## src/rtl/tile_seq_pkg.sv

```systemverilog
`default_nettype none
// tile_seq_pkg: shared FSM state encoding and default widths for the tile sequencer.
package tile_seq_pkg;

  localparam int DEFAULT_ADDR_WIDTH = 32;
  localparam int DEFAULT_CNT_WIDTH  = 8;

  typedef enum logic [3:0] {
    ST_IDLE       = 4'd0,
    ST_LOAD       = 4'd1,
    ST_WAIT_LOAD  = 4'd2,
    ST_COMP       = 4'd3,
    ST_WAIT_COMP  = 4'd4,
    ST_STORE      = 4'd5,
    ST_WAIT_STORE = 4'd6,
    ST_NEXT       = 4'd7,
    ST_DONE       = 4'd8
  } tile_seq_state_e;

endpackage
`default_nettype wire

```

## src/rtl/tile_addr_gen.sv

```systemverilog
`default_nettype none
// tile_addr_gen: running per-tile DRAM address accumulators (no multipliers).
// init loads bases/strides, step_e advances along e, step_m starts the next m row.
module tile_addr_gen
  import tile_seq_pkg::*;
#(
  parameter int ADDR_WIDTH = DEFAULT_ADDR_WIDTH
) (
  input  logic                  clk,
  input  logic                  rst,
  input  logic                  init,
  input  logic                  step_e,
  input  logic                  step_m,
  input  logic [ADDR_WIDTH-1:0] ifmap_base,
  input  logic [ADDR_WIDTH-1:0] filter_base,
  input  logic [ADDR_WIDTH-1:0] bias_base,
  input  logic [ADDR_WIDTH-1:0] opsum_base,
  input  logic [ADDR_WIDTH-1:0] ifmap_e_stride,
  input  logic [ADDR_WIDTH-1:0] filter_m_stride,
  input  logic [ADDR_WIDTH-1:0] bias_m_stride,
  input  logic [ADDR_WIDTH-1:0] opsum_m_stride,
  input  logic [ADDR_WIDTH-1:0] opsum_e_stride,
  output logic [ADDR_WIDTH-1:0] tile_ifmap_addr,
  output logic [ADDR_WIDTH-1:0] tile_filter_addr,
  output logic [ADDR_WIDTH-1:0] tile_bias_addr,
  output logic [ADDR_WIDTH-1:0] tile_opsum_addr
);

  logic [ADDR_WIDTH-1:0] ifmap_base_q;
  logic [ADDR_WIDTH-1:0] ifmap_e_stride_q;
  logic [ADDR_WIDTH-1:0] filter_m_stride_q;
  logic [ADDR_WIDTH-1:0] bias_m_stride_q;
  logic [ADDR_WIDTH-1:0] opsum_m_stride_q;
  logic [ADDR_WIDTH-1:0] opsum_e_stride_q;
  // Opsum address of tile (m, 0); the e walk restarts from here on every m step.
  logic [ADDR_WIDTH-1:0] opsum_row_q;

  always_ff @(posedge clk) begin
    if (rst) begin
      ifmap_base_q      <= '0;
      ifmap_e_stride_q  <= '0;
      filter_m_stride_q <= '0;
      bias_m_stride_q   <= '0;
      opsum_m_stride_q  <= '0;
      opsum_e_stride_q  <= '0;
      opsum_row_q       <= '0;
      tile_ifmap_addr   <= '0;
      tile_filter_addr  <= '0;
      tile_bias_addr    <= '0;
      tile_opsum_addr   <= '0;
    end else if (init) begin
      ifmap_base_q      <= ifmap_base;
      ifmap_e_stride_q  <= ifmap_e_stride;
      filter_m_stride_q <= filter_m_stride;
      bias_m_stride_q   <= bias_m_stride;
      opsum_m_stride_q  <= opsum_m_stride;
      opsum_e_stride_q  <= opsum_e_stride;
      opsum_row_q       <= opsum_base;
      tile_ifmap_addr   <= ifmap_base;
      tile_filter_addr  <= filter_base;
      tile_bias_addr    <= bias_base;
      tile_opsum_addr   <= opsum_base;
    end else if (step_m) begin
      tile_ifmap_addr  <= ifmap_base_q;
      tile_filter_addr <= tile_filter_addr + filter_m_stride_q;
      tile_bias_addr   <= tile_bias_addr + bias_m_stride_q;
      opsum_row_q      <= opsum_row_q + opsum_m_stride_q;
      tile_opsum_addr  <= opsum_row_q + opsum_m_stride_q;
    end else if (step_e) begin
      tile_ifmap_addr <= tile_ifmap_addr + ifmap_e_stride_q;
      tile_opsum_addr <= tile_opsum_addr + opsum_e_stride_q;
    end
  end

endmodule
`default_nettype wire

```

## src/rtl/tile_sequencer.sv

```systemverilog
`default_nettype none
// tile_sequencer: walks m (outer) x e (inner) tiles, pulsing load/comp/store per tile.
// Optional TILE_SEQ_PERF_EN adds perf_busy_cycles / perf_wait_cycles counters.
module tile_sequencer
  import tile_seq_pkg::*;
#(
  parameter int ADDR_WIDTH = DEFAULT_ADDR_WIDTH,
  parameter int CNT_WIDTH  = DEFAULT_CNT_WIDTH
) (
  input  logic                  clk,
  input  logic                  rst,
  input  logic                  start,
  input  logic [CNT_WIDTH-1:0]  num_m_tiles,
  input  logic [CNT_WIDTH-1:0]  num_e_tiles,
  input  logic [ADDR_WIDTH-1:0] dram_ifmap_base_addr,
  input  logic [ADDR_WIDTH-1:0] dram_filter_base_addr,
  input  logic [ADDR_WIDTH-1:0] dram_bias_base_addr,
  input  logic [ADDR_WIDTH-1:0] dram_opsum_base_addr,
  input  logic [ADDR_WIDTH-1:0] ifmap_e_stride,
  input  logic [ADDR_WIDTH-1:0] filter_m_stride,
  input  logic [ADDR_WIDTH-1:0] bias_m_stride,
  input  logic [ADDR_WIDTH-1:0] opsum_m_stride,
  input  logic [ADDR_WIDTH-1:0] opsum_e_stride,
  input  logic                  load_done,
  input  logic                  comp_done,
  input  logic                  store_done,
  output logic [ADDR_WIDTH-1:0] tile_ifmap_addr,
  output logic [ADDR_WIDTH-1:0] tile_filter_addr,
  output logic [ADDR_WIDTH-1:0] tile_bias_addr,
  output logic [ADDR_WIDTH-1:0] tile_opsum_addr,
  output logic [CNT_WIDTH-1:0]  tile_m_idx,
  output logic [CNT_WIDTH-1:0]  tile_e_idx,
  output logic                  load_start,
  output logic                  comp_start,
  output logic                  store_start,
  output logic                  busy,
`ifdef TILE_SEQ_PERF_EN
  output logic [31:0]           perf_busy_cycles,
  output logic [31:0]           perf_wait_cycles,
`endif
  output logic                  finish
);

  tile_seq_state_e       state;
  logic [CNT_WIDTH-1:0]  num_m_q;
  logic [CNT_WIDTH-1:0]  num_e_q;
  logic                  accept;
  logic                  e_more;
  logic                  m_more;
  logic                  step_e;
  logic                  step_m;

  // busy is still high during the finish cycle, so a start there is ignored too.
  assign accept = (state == ST_IDLE) && start && !busy;
  assign e_more = (tile_e_idx != (num_e_q - CNT_WIDTH'(1)));
  assign m_more = (tile_m_idx != (num_m_q - CNT_WIDTH'(1)));
  assign step_e = (state == ST_NEXT) && e_more;
  assign step_m = (state == ST_NEXT) && !e_more && m_more;

  tile_addr_gen #(
    .ADDR_WIDTH(ADDR_WIDTH)
  ) u_addr_gen (
    .clk             (clk),
    .rst             (rst),
    .init            (accept),
    .step_e          (step_e),
    .step_m          (step_m),
    .ifmap_base      (dram_ifmap_base_addr),
    .filter_base     (dram_filter_base_addr),
    .bias_base       (dram_bias_base_addr),
    .opsum_base      (dram_opsum_base_addr),
    .ifmap_e_stride  (ifmap_e_stride),
    .filter_m_stride (filter_m_stride),
    .bias_m_stride   (bias_m_stride),
    .opsum_m_stride  (opsum_m_stride),
    .opsum_e_stride  (opsum_e_stride),
    .tile_ifmap_addr (tile_ifmap_addr),
    .tile_filter_addr(tile_filter_addr),
    .tile_bias_addr  (tile_bias_addr),
    .tile_opsum_addr (tile_opsum_addr)
  );

  always_ff @(posedge clk) begin
    if (rst) begin
      state       <= ST_IDLE;
      num_m_q     <= '0;
      num_e_q     <= '0;
      tile_m_idx  <= '0;
      tile_e_idx  <= '0;
      load_start  <= 1'b0;
      comp_start  <= 1'b0;
      store_start <= 1'b0;
      busy        <= 1'b0;
      finish      <= 1'b0;
    end else begin
      load_start  <= 1'b0;
      comp_start  <= 1'b0;
      store_start <= 1'b0;
      finish      <= 1'b0;
      if (finish) busy <= 1'b0;
      case (state)
        ST_IDLE: begin
          if (accept) begin
            busy       <= 1'b1;
            num_m_q    <= num_m_tiles;
            num_e_q    <= num_e_tiles;
            tile_m_idx <= '0;
            tile_e_idx <= '0;
            if ((num_m_tiles == '0) || (num_e_tiles == '0)) begin
              state <= ST_DONE;
            end else begin
              state      <= ST_LOAD;
              load_start <= 1'b1;
            end
          end
        end
        ST_LOAD:      state <= ST_WAIT_LOAD;
        ST_WAIT_LOAD: begin
          if (load_done) begin
            state      <= ST_COMP;
            comp_start <= 1'b1;
          end
        end
        ST_COMP:      state <= ST_WAIT_COMP;
        ST_WAIT_COMP: begin
          if (comp_done) begin
            state       <= ST_STORE;
            store_start <= 1'b1;
          end
        end
        ST_STORE:      state <= ST_WAIT_STORE;
        ST_WAIT_STORE: if (store_done) state <= ST_NEXT;
        ST_NEXT: begin
          if (e_more) begin
            tile_e_idx <= tile_e_idx + CNT_WIDTH'(1);
            state      <= ST_LOAD;
            load_start <= 1'b1;
          end else if (m_more) begin
            tile_e_idx <= '0;
            tile_m_idx <= tile_m_idx + CNT_WIDTH'(1);
            state      <= ST_LOAD;
            load_start <= 1'b1;
          end else begin
            state <= ST_DONE;
          end
        end
        ST_DONE: begin
          finish <= 1'b1;
          state  <= ST_IDLE;
        end
        default: state <= ST_IDLE;
      endcase
    end
  end

`ifdef TILE_SEQ_PERF_EN
  logic in_wait;
  assign in_wait = (state == ST_WAIT_LOAD) || (state == ST_WAIT_COMP) ||
                   (state == ST_WAIT_STORE);

  always_ff @(posedge clk) begin
    if (rst || accept) begin
      perf_busy_cycles <= '0;
      perf_wait_cycles <= '0;
    end else begin
      if (busy && !(&perf_busy_cycles)) perf_busy_cycles <= perf_busy_cycles + 32'd1;
      if (in_wait && !(&perf_wait_cycles)) perf_wait_cycles <= perf_wait_cycles + 32'd1;
    end
  end
`endif

endmodule
`default_nettype wire

```

## config.mk

```make
export PLATFORM = sky130hd
export DESIGN_NAME = tile_sequencer
export DESIGN_NICKNAME = d
export VERILOG_FILES = /design/src/rtl/tile_seq_pkg.sv /design/src/rtl/tile_addr_gen.sv /design/src/rtl/tile_sequencer.sv
export SDC_FILE = /design/constraint.sdc
export NUM_CORES = 1
export LEC_CHECK = 0
export BUFFER_PORTS_ARGS = -buffer_cell sky130_fd_sc_hd__clkbuf_2
export CORE_UTILIZATION = 60
export DETAILED_ROUTE_END_ITERATION = 10
export PLACE_DENSITY = 0.83
export SLEW_MARGIN = 15
export SYNTH_ARGS = -nofsm -noshare
export SYNTH_HDL_FRONTEND = slang
export SYNTH_SLANG_ARGS = --single-unit
```

## constraint.sdc

```tcl
create_clock -name clk -period 9.58 [get_ports clk]
set_input_delay 0.479 -clock clk [delete_from_list [all_inputs] [get_ports clk]]
set_output_delay 0.479 -clock clk [all_outputs]
set_load 0.005 [all_outputs]
```

# [Word-level counts from Yosys, hierarchy flattened]
# Cells that the tools add are included.
[totals] mem_bits_ro=0 latchBits=0 mem_bits_rw=0 memories=0 inputBits=310 register_bits=393
[classes] multipliers=0 bitwise=2 add_sub_neg=9 n_eq_ne=17 div_mod_pow=0 n_shift=0 mux=38 n_reduce_logical=20 order_cmp=0
[op_table] cell="32-bit 2-to-1 mux" count=12
[op_table] cell="32-bit adder" count=5
[op_table] cell="8-bit 2-to-1 mux" count=5
[op_table] cell="4-bit one-hot mux with 8 select lines" count=1
[op_table] cell="8-bit one-hot mux with 2 select lines" count=2
[op_table] cell="4-bit 2-to-1 mux" count=7
[op_table] cell="8-bit by 1-bit adder with 8-bit output (second input constant)" count=2
[op_table] cell="4-bit by 3-bit equality test with 1-bit output (second input constant)" count=4
[op_table] cell="8-bit logical NOT" count=2
[op_table] cell="8-bit != test" count=2
[op_table] cell="8-bit by 1-bit subtractor with 8-bit output (second input constant)" count=2
[op_table] cell="2-bit != test (second input constant)" count=6
[op_table] cell="1-bit 2-to-1 mux" count=10
[op_table] cell="4-bit by 2-bit equality test with 1-bit output (second input constant)" count=2
[op_table] cell="4-bit AND reduction" count=2
[op_table] cell="1-bit logical AND" count=5
[op_table] cell="4-bit by 1-bit equality test with 1-bit output (second input constant)" count=1
[op_table] cell="4-bit equality test (second input constant)" count=1
[op_table] cell="4-bit logical NOT" count=1
[op_table] cell="2-bit nonzero test" count=2
[op_table] cell="2-bit OR reduction" count=2
[op_table] cell="3-bit != test (second input constant)" count=1
[op_table] cell="3-bit AND reduction" count=1
[op_table] cell="3-bit nonzero test" count=1
[op_table] cell="5 further kinds" count=7

# [Logic depth before layout (Yosys ltp)]
# Gate-level depths: netlist of run 1.
[depth] ltp_word=7 ltp_mapped=14 ltp_nobuf=13

# [Cells and area by module]
# Synthesis of run 1 repeated with hierarchy kept, for this count alone.
[hier_totals] hier_cells=2771 area_unflattened_um2=23214.8
[modules_own_cells] module="tile_addr_gen" cells_each=2486 n_inst=1 area_each_um2=20846.2 seq_area_each_um2=7046.8
[modules_own_cells] module="tile_sequencer" cells_each=285 n_inst=1 area_each_um2=2368.5 seq_area_each_um2=820.8

# [Worst setup path after synthesis of run 1]
# No wires, ideal clock.
[synth_path] kind="reg-to-reg" from="register num_e_q[0]" to="register u_addr_gen.tile_ifmap_addr[1]" required_ps=9489 arrival_time_ps=2952 stages_incl_launch_ff=13 path_buffers=2 setup_slack_ps=6536 cell_sequence="dfxtp_1 > inv_1 > ha_1 > and2_1 > o21a_1 > o31a_1 > nor3_1 > nand2_1 > nor3_2 > buf_2 > clkbuf_1 > nand2_1 > a311oi_1"
[synth_between] elab_chain_cells=7 word_cells_on_any_way=9 classes_between="add/sub (1); eq/ne (1); mux (2); reduce/logical (5)"
[synth_rtl] item="start, declared" line="tile_sequencer.sv:46" source="logic [CNT_WIDTH-1:0] num_e_q;"
[synth_rtl] item="start signal, assigned" line="tile_sequencer.sv:106" source="num_e_q <= num_e_tiles;"
[synth_rtl] item="8-bit by 1-bit subtractor with 8-bit output *" line="tile_sequencer.sv:55" source="assign e_more = (tile_e_idx != (num_e_q - CNT_WIDTH'(1)));"
[synth_rtl] item="8-bit != test *" line="tile_sequencer.sv:55"
[synth_rtl] item="1-bit logical NOT" line="tile_sequencer.sv:58" source="assign step_m = (state == ST_NEXT) && !e_more && m_more;"
[synth_rtl] item="1-bit logical AND (2 in a row)" line="tile_sequencer.sv:58"
[synth_rtl] item="32-bit 2-to-1 mux" line="tile_addr_gen.sv:63" source="end else if (step_m) begin"
[synth_rtl] item="32-bit 2-to-1 mux" line="tile_addr_gen.sv:51" source="end else if (init) begin"
[synth_rtl] item="end signal, assigned" line="tile_addr_gen.sv:59" source="tile_ifmap_addr <= ifmap_base;"
[synth_rtl] item="end signal, assigned" line="tile_addr_gen.sv:64" source="tile_ifmap_addr <= ifmap_base_q;"
[synth_rtl] item="end signal, assigned" line="tile_addr_gen.sv:70" source="tile_ifmap_addr <= tile_ifmap_addr + ifmap_e_stride_q;"
[synth_rtl] item="end, declared" line="tile_addr_gen.sv:23" source="output logic [ADDR_WIDTH-1:0] tile_ifmap_addr,"
# Every way passes the cells marked *; elsewhere a longest branch is shown, timed or not.
# A chain may end at the register's enable or synchronous reset.

# [Worst setup path in the final report of run 1]
[layout_path] from="register num_e_q[0]" to="register u_addr_gen.tile_ifmap_addr[25]"
# Same word-level chain as after synthesis.

==> run_results.csv, run 1 <==
group,metric,value,unit
timing,minimum_clock_period_after_layout,4.077,ns
global_routing,grt_overflow,0,
detailed_routing,routedWlPerCell,19.38,um
yosys,postSynth.asyncResetShare,0,%
min_path,timing.hold.worst.class,"input port to register",
pwr,ir_drop,0.2280,mV
detailed_routing,firstDrtPassIters,6,
clock_tree,clkSinkCount,393,
pwr,share_clk_of_total_power,25.1,%
die,floorplan.core_area,36870,sq um
global_routing,grt_first_pass_wirelength,115.7,mm
pwr,internal-power,4.231,mW
yosys,synthesis.instances,2911,
pwr,seq_power_share,33.5,%
pwr,p_sw_share,40.60,%
critical_path,start_kind,"register",
timing,transition_time_of_the_tightest_slew_check_pin,1.128,ns
yosys,yosys_most_used_dff,"dfxtp_1",
global_routing,grt_max_degree,238,
pwr,power.share.combinational,41.4,%
critical_path,slowest_stage,"buf_4",
detailed_routing,final_antenna_net_count,0,
clock_tree,cts_setup_buffers,0,
timing,drv_slew,0,
finish,nFillCells,2995,
run_status,run_status,"complete, no violations",
clock_tree,root_buffer,"clkbuf_16",
clock_tree,htreeDepth,2,
die,die_height,196.3,um
finish,areaGrowthSynthToFinish,17.66,%
clock_tree,post_cts_resize_count,0,
yosys,ys_warn_count,0,
place,placed_cells_incl_taps,3725,
place,gpl.final_weighted_congestion,0.9489,
pwr,power.density,267.3,nW/um^2
die,die-width,196.3,um
yosys,netlist-cell-type-count,75,
timing,hold_violation_total_from_the_final_report,0,
clock_tree,cts_hold_buf,0,
clock_tree,insertion_delay,0.59,ns
pwr,power,7.122,mW
detailed_routing,detail_route.vias_per_cell,6.161,
global_routing,gr-usage-all-layers,37.32,%
critical_path,end_kind,"register",
die,total_die_area,38530,sq um
detailed_routing,drt_iter0_drc,2010,
detailed_routing,final_routed_wirelength_across_all_metal_layers,73.88,mm
yosys,postSynthAreaPerCell,7.781,sq um
yosys,syn-cell-area,22650,sq um
timing,setup_repair_after_global_routing_missed_its_margin,"false",
detailed_routing,dr_total_vias,23493,
finish,finish.cell_count_without_fillers,3813,
critical_path,most_frequent_cp_cell,"buf_4",
finish,final_net_count,3741,
place,dpl.hpwl,52.97,mm
yosys,postSynthRegisterBits,393,
clock_tree,tritoncts,"yes",
finish,most-common-layout-cells,"631 x nand2_1, 457 x clkbuf_2, 455 x a21oi_1",
critical_path,path_max_fanout,53,
timing,skew,0.02977,ns
critical_path,path_cells,"inv_1 > ha_1 > and2_1 > o21a_1 > o31a_1 > nor3_1 > nand2_1 > nor3_4 > buf_4 > buf_4 > mux2i_1 > a2111oi_0",
pwr,p_leak,12.09,nW
critical_path,required,10.02,ns
die,fp_rows,70,
yosys,synth_enable_flop_cells,0,
job,drv.max_cap_violation_count,0,
timing,finalCritPeriodShare,42.56,%
yosys,synth_fp_nets,3385,
finish,post_route_cells_drive_above_1_share,17.65,%
timing,achievable-frequency,245.3,MHz
clock_tree,clk_pin_slew,0.07,ns
clock_tree,cts_inserted_buffers,44,
global_routing,grt_antenna_before_repair,10,
place,numPortBuffers,458,
timing,report.final.setup_viol,0,
clock_tree,cts.path.max_buffers,3,
die,boundaryPins,459,
critical_path,timing.critical_path.slowest_cell_delay,0.68,ns
critical_path,arrival,4.52,ns
detailed_routing,drc,0,
timing,totalNegativeSetupSlack,0,ns
yosys,synth-seq-area-share,34.74,%
die,initial_core_utilization,61.43,%
timing,slew-limit-headroom,24.82,%
finish,mostFrequentLayoutCell,"nand2_1",
global_routing,first_global_vias,22394,
critical_path,class_of_the_most_critical_setup_path,"register to register",
pwr,switching_power,2.892,mW
==> Yosys cell counts (8+ instances only) <==
| cell type | n | share of area [%] |
|---|---|---|
| and2_1 | 11 | 0.30 |
| o21a_1 | 20 | 0.66 |
| a311oi_1 | 19 | 0.73 |
| o31ai_1 | 15 | 0.50 |
| nor3_1 | 29 | 0.64 |
| o31a_1 | 9 | 0.35 |
| nand2b_1 | 30 | 0.83 |
| a21oi_1 | 455 | 10 |
| buf_1 | 11 | 0.18 |
| dfxtp_1 | 393 | 35 |
| xnor2_1 | 92 | 3.6 |
| ha_1 | 159 | 8.8 |
| a221oi_1 | 8 | 0.31 |
| a31oi_1 | 22 | 0.61 |
| and3_1 | 15 | 0.41 |
| nand3_1 | 35 | 0.77 |
| o211ai_1 | 34 | 1.1 |
| or3_1 | 15 | 0.41 |
| xor2_1 | 69 | 2.7 |
| o21bai_1 | 19 | 0.63 |
| o221ai_1 | 8 | 0.31 |
| nor2b_1 | 12 | 0.33 |
| a22oi_1 | 74 | 2.5 |
| o21ai_0 | 86 | 1.9 |
| a21o_1 | 82 | 2.7 |
| nor4_1 | 12 | 0.33 |
| a211oi_1 | 36 | 1.2 |
| nor2_1 | 167 | 2.8 |
| clkbuf_1 | 132 | 2.2 |
| inv_1 | 42 | 0.70 |
| o22ai_1 | 18 | 0.50 |
| nand2_1 | 631 | 10 |
| nand4_1 | 18 | 0.50 |
| buf_2 | 19 | 0.42 |
==> flip-flops by register name, summed over array words and instances (netlist names), 4 cells and up <==
name,flops
u_addr_gen.ifmap_e_stride_q,32
u_addr_gen.tile_opsum_addr,32
u_addr_gen.filter_m_stride_q,32
tile_e_idx,8
u_addr_gen.opsum_m_stride_q,32
tile_m_idx,8
u_addr_gen.opsum_e_stride_q,32
u_addr_gen.tile_ifmap_addr,32
num_m_q,8
u_addr_gen.tile_bias_addr,32
u_addr_gen.bias_m_stride_q,32
u_addr_gen.opsum_row_q,32
num_e_q,8
state,4
u_addr_gen.ifmap_base_q,32
u_addr_gen.tile_filter_addr,32
==> worst paths after layout <==
check | start | endpoint | slack, ns | depth (start not counted)
setup / recovery | num_e_q[0] | u_addr_gen.tile_ifmap_addr[25] | 5.50 | 12
hold / removal | ifmap_e_stride[7] | u_addr_gen.ifmap_e_stride_q[7] | 0.11 | 3
setup reg to reg | num_e_q[0] | u_addr_gen.tile_ifmap_addr[25] | 5.50 | 12
hold reg to reg | u_addr_gen.ifmap_base_q[13] | u_addr_gen.ifmap_base_q[13] | 0.45 | 2
==> stage by stage <==
stage               setup slack (ns)  utilization (%)  hold WS, ns  instance area (sq um)
floorplan                      6.536                -       0.4312                  22650
global placement               5.707            68.07       0.4389                  25100
detailed placement             5.598            68.07       0.4421                  25100
CTS                            5.563            72.23      0.09334                  26630
global route                   5.209            72.27       0.1128                  26650
finish                         5.503            72.27       0.1098                  26650
==> layout make-up <==
cell class              instances  area (sq um)  area share [%]
repair buffers                474          2447           9.184
diodes                          6         15.01         0.05634
multi-input cells            2312         14000           52.52
inverters                      42         157.7          0.5916
clock buffers                  68          1373           5.150
well taps                     504         630.6           2.366
clock inverters                14         161.4          0.6057
flip-flops and latches        393          7868           29.52
==> critical path, delay by kind of cell, from the launching register on <==
family,cells,cell delay [ns]
DFF,1,0.44
AOI/OAI and AO/OA,3,0.91
and+or+nand+nor,4,0.89
adders and majority gates,1,0.26
muxes,1,0.15
buffers and inverters,3,1.20
==> cell families after synthesis <==
| group | synth area share, % |
|---|---|
| adder cells (fa/ha/maj) | 9.226 |
| AO/OA/AOI/OAI | 26.77 |
| AND/OR/NAND/NOR | 19.16 |
| XOR/XNOR | 6.226 |
| multiplexers | 0.3094 |
| flip-flops | 34.74 |
| buffers and inverters | 3.569 |
==> power by group through the flow <==
| stage | Sequential, mW | Clock (mW) | Combinational, mW |
|---|---|---|---|
| 2_1_floorplan | 2.30 | 0 | 2.11 |
| 3_3_place_gp | 2.39 | 0 | 2.79 |
| 3_5_place_dp | 2.40 | 0 | 2.89 |
| 4_1_cts | 2.37 | 1.80 | 2.91 |
| 5_1_grt | 2.42 | 1.86 | 3.25 |
| 6_report | 2.38 | 1.79 | 2.95 |
==> layer usage <==
metal	wire length [um]	GRT usage, %
met3	6509	6.687
met5	54	0
met4	3860	20.08
met1	29820	47.33
met2	33640	60.24
Power figures use the tool's default switching activity.
==> run 2, diff against run 1 <==
Settings changed: ABC_AREA set to 1, CORE_UTILIZATION 60 to 58, PLACE_DENSITY 0.83 to 0.79.
Clock period 9.58 ns to 3.8 ns, I/O delays scaled along.
==> run_results.csv, run 2 <==
group,metric,value,unit
pwr,power.density,639.2,nW/um^2
critical_path,arrival,3.35,ns
pwr,ir_drop,0.6110,mV
die,boundaryPins,459,
clock_tree,post_cts_resize_count,0,
yosys,synth.top_cell.area_share,30.12,%
global_routing,gr-usage-all-layers,41.70,%
run_status,run_status,"complete, no violations",
global_routing,first_global_vias,29641,
die,initial_core_utilization,58.93,%
timing,finalCritPeriodShare,74.19,%
timing,transition_time_of_the_tightest_slew_check_pin,1.004,ns
pwr,share_clk_of_total_power,22.5,%
yosys,synth_fp_nets,4696,
detailed_routing,routedWlPerCell,17.95,um
clock_tree,tritoncts,"yes",
detailed_routing,detail_route.vias_per_cell,5.690,
yosys,synth_enable_flop_cells,0,
yosys,yosysMostFrequentCell,"nand2_1",
timing,totalNegativeSetupSlack,0,ns
place,dpl_cell_area,28720,sq um
critical_path,crit-reg2reg-launch,"num_e_q[0]",
yosys,syn-cell-area,26120,sq um
timing,setup_repair_after_global_routing_missed_its_margin,"false",
detailed_routing,drc,0,
detailed_routing,firstDrtPassIters,8,
detailed_routing,drt_iter0_drc,3208,
place,gpl.final_weighted_congestion,1.006,
critical_path,regToRegSetupSlack,0.98,ns
clock_tree,cts.path.max_buffers,3,
yosys,postSynth.asyncResetShare,0,%
finish,most-common-layout-cells,"1196 x nand2_1, 719 x nor2_1, 457 x clkbuf_2",
yosys,postSynthRegisterBits,393,
pwr,seq_power_share,30.1,%
job,drv.max_cap_violation_count,0,
min_path,timing.hold.worst.class,"input port to register",
yosys,netlist-cell-type-count,46,
clock_tree,insertion_delay,0.60,ns
finish,nFillCells,3441,
place,numPortBuffers,458,
place,placed_cells_incl_taps,5141,
pwr,switching_power,9.429,mW
critical_path,end_kind,"register",
pwr,p_leak,16.40,nW
global_routing,grt_antenna_before_repair,7,
timing,slew-limit-headroom,33.07,%
critical_path,required,4.33,ns
critical_path,start_kind,"register",
pwr,power.share.combinational,47.4,%
die,total_die_area,45880,sq um
detailed_routing,final_routed_wirelength_across_all_metal_layers,99.02,mm
finish,mostFrequentLayoutCell,"nand2_1",
global_routing,grt_overflow,0,
finish,final-seq-area,7868,sq um
timing,minimum_clock_period_after_layout,2.819,ns
critical_path,worst_r2r_path_depth,16,
critical_path,timing.rr.end,"u_addr_gen.tile_ifmap_addr[2]",
critical_path,class_of_the_most_critical_setup_path,"register to register",
finish,final_net_count,5356,
detailed_routing,final_antenna_net_count,0,
die,die-width,214.2,um
finish,multi_input_area,16100,sq um
global_routing,grt_first_pass_wirelength,155.0,mm
clock_tree,htreeDepth,2,
pwr,p_sw_share,44.43,%
finish,finish.cell_count_without_fillers,5517,
pwr,internal-power,11.79,mW
die,floorplan.core_area,44320,sq um
timing,hold_violation_total_from_the_final_report,0,
yosys,post_synth_main_area_contributors,"dfxtp_1 30%, nand2_1 17%, nor2_1 10%, ha_1 7.6%, o21ai_0 6.2%",
critical_path,crit_path_start,"num_e_q[0]",
die,die_height,214.2,um
finish,post_route_cells_drive_above_1_share,11.94,%
global_routing,grt_max_degree,124,
finish,final_cell_area,33200,sq um
yosys,synth-seq-area-share,30.12,%
clock_tree,cts_hold_buf,288,
yosys,synthesis.instances,4222,
timing,drv_slew,0,
timing,achievable-frequency,354.7,MHz
critical_path,crit_end,"u_addr_gen.tile_ifmap_addr[2]",
clock_tree,cts_inserted_buffers,43,
clock_tree,cts_setup_buffers,0,
finish,final_core_util,74.92,%
finish,areaGrowthSynthToFinish,27.12,%
yosys,synth_top_cell_by_area,"dfxtp_1",
clock_tree,clkSinkCount,393,
timing,skew,0.02173,ns
detailed_routing,dr_total_vias,31393,
die,fp_rows,77,
timing,report.final.setup_viol,0,
place,dpl.hpwl,66.09,mm
critical_path,path_max_fanout,32,
yosys,synth_common_cells,"1198 x nand2_1, 719 x nor2_1, 393 x dfxtp_1, 386 x inv_1, 325 x o21ai_0",
yosys,ys_warn_count,0,
yosys,yosys_most_used_dff,"dfxtp_1",
clock_tree,clk_pin_slew,0.07,ns
clock_tree,root_buffer,"clkbuf_16",
yosys,postSynthAreaPerCell,6.186,sq um
-- run 2: cell types whose count changed after synthesis, sizes merged, moves of 56 or more --
cell   change
nor2     +559
inv      +347
o21ai    +255
xnor2     -57
nand3    +207
a31oi     +56
a21o      -77
a21oi    -198
nand2    +568
a22oi     -73
-- run 2: cells by family (layout without fill, tap and decap cells) --
family / after synthesis / in the layout / synth area share (%)
AO/OA/AOI/OAI: 725 / 725 / 14.74
buffers and inverters: 543 / 1238 / 8.293
AND/OR/NAND/NOR: 2309 / 2309 / 35.90
flip-flops: 393 / 393 / 30.12
other: 0 / 8 / 0
XOR/XNOR: 88 / 88 / 2.951
adder cells (fa/ha/maj): 164 / 164 / 8.000
-- run 2: worst min-delay path by stage --
stage	startpoint	end	slack [ns]	cells past startpoint
6_report	dram_bias_base_addr[1]	u_addr_gen.tile_bias_addr[1]	0.02	5
3_3_place_gp	ifmap_e_stride[14]	u_addr_gen.ifmap_e_stride_q[14]	0.44	3
3_5_place_dp	ifmap_e_stride[22]	u_addr_gen.ifmap_e_stride_q[22]	0.45	3
5_1_grt	dram_opsum_base_addr[31]	u_addr_gen.opsum_row_q[31]	0.04	4
4_1_cts	dram_ifmap_base_addr[25]	u_addr_gen.ifmap_base_q[25]	0.0008	5
2_1_floorplan	comp_done	store_start	0.32	2
-- run 2: per-stage QoR --
| step | power [mW] | hold WS [ns] | setup WS, ns |
|---|---|---|---|
| 4_1_cts | 20.70 | 0.0007604 | 0.9936 |
| 2_1_floorplan | 12.97 | 0.3182 | 1.552 |
| 5_1_grt | 22.54 | 0.03542 | 0.7152 |
| 6_report | 21.22 | 0.01625 | 0.9809 |
| 3_5_place_dp | 15.69 | 0.4465 | 1.025 |
| 3_3_place_gp | 15.55 | 0.4390 | 1.119 |
-- run 2: power by group through the flow --
stage                     sequential, mW  combinational, mW  clock (mW)
after floorplan                     6.05               6.92           0
after global placement              6.35               9.19           0
after detailed placement            6.37               9.33           0
after CTS                           6.29               9.65        4.75
after global routing                6.45               11.2        4.92
final                               6.38               10.1        4.78
-- run 2: routing by layer --
| metal | vias up | wire, um | part of all wire (%) | global-route usage (%) |
|---|---|---|---|---|
| met2 | 1847 | 44400 | 45 | 67.28 |
| met3 | 436 | 9067 | 9.2 | 9.418 |
| met4 | 2 | 5652 | 5.7 | 21.45 |
| li1 | 14987 | - | - | - |
| met1 | 14121 | 39890 | 40 | 52.07 |
| met5 | - | 11 | 0.011 | 0 |
-- run 2: critical path, cell delays in order, from the launching register on --
cell	delay (ns)
dfxtp_1	0.36
inv_2	0.09
ha_1	0.34
nand2_1	0.10
inv_1	0.04
nor2_1	0.08
nand2_1	0.05
nor2_1	0.09
nand3_1	0.07
nor2_1	0.11
nand3_2	0.13
nand2_1	0.15
nand3_4	0.37
buf_4	0.42
nand3_1	0.14
nor2_1	0.07
nor2_1	0.12
-- run 2: layout make-up --
| type | instances | share of cell area [%] |
|---|---|---|
| Clock buffer | 62 | 3.821 |
| Multi-Input combinational cell | 3286 | 48.49 |
| Sequential cell | 393 | 23.70 |
| Clock inverter | 18 | 0.9459 |
| Timing Repair Buffer | 767 | 16.30 |
| Inverter | 391 | 4.458 |
| Antenna cell | 8 | 0.06030 |
| Tap cell | 592 | 2.231 |
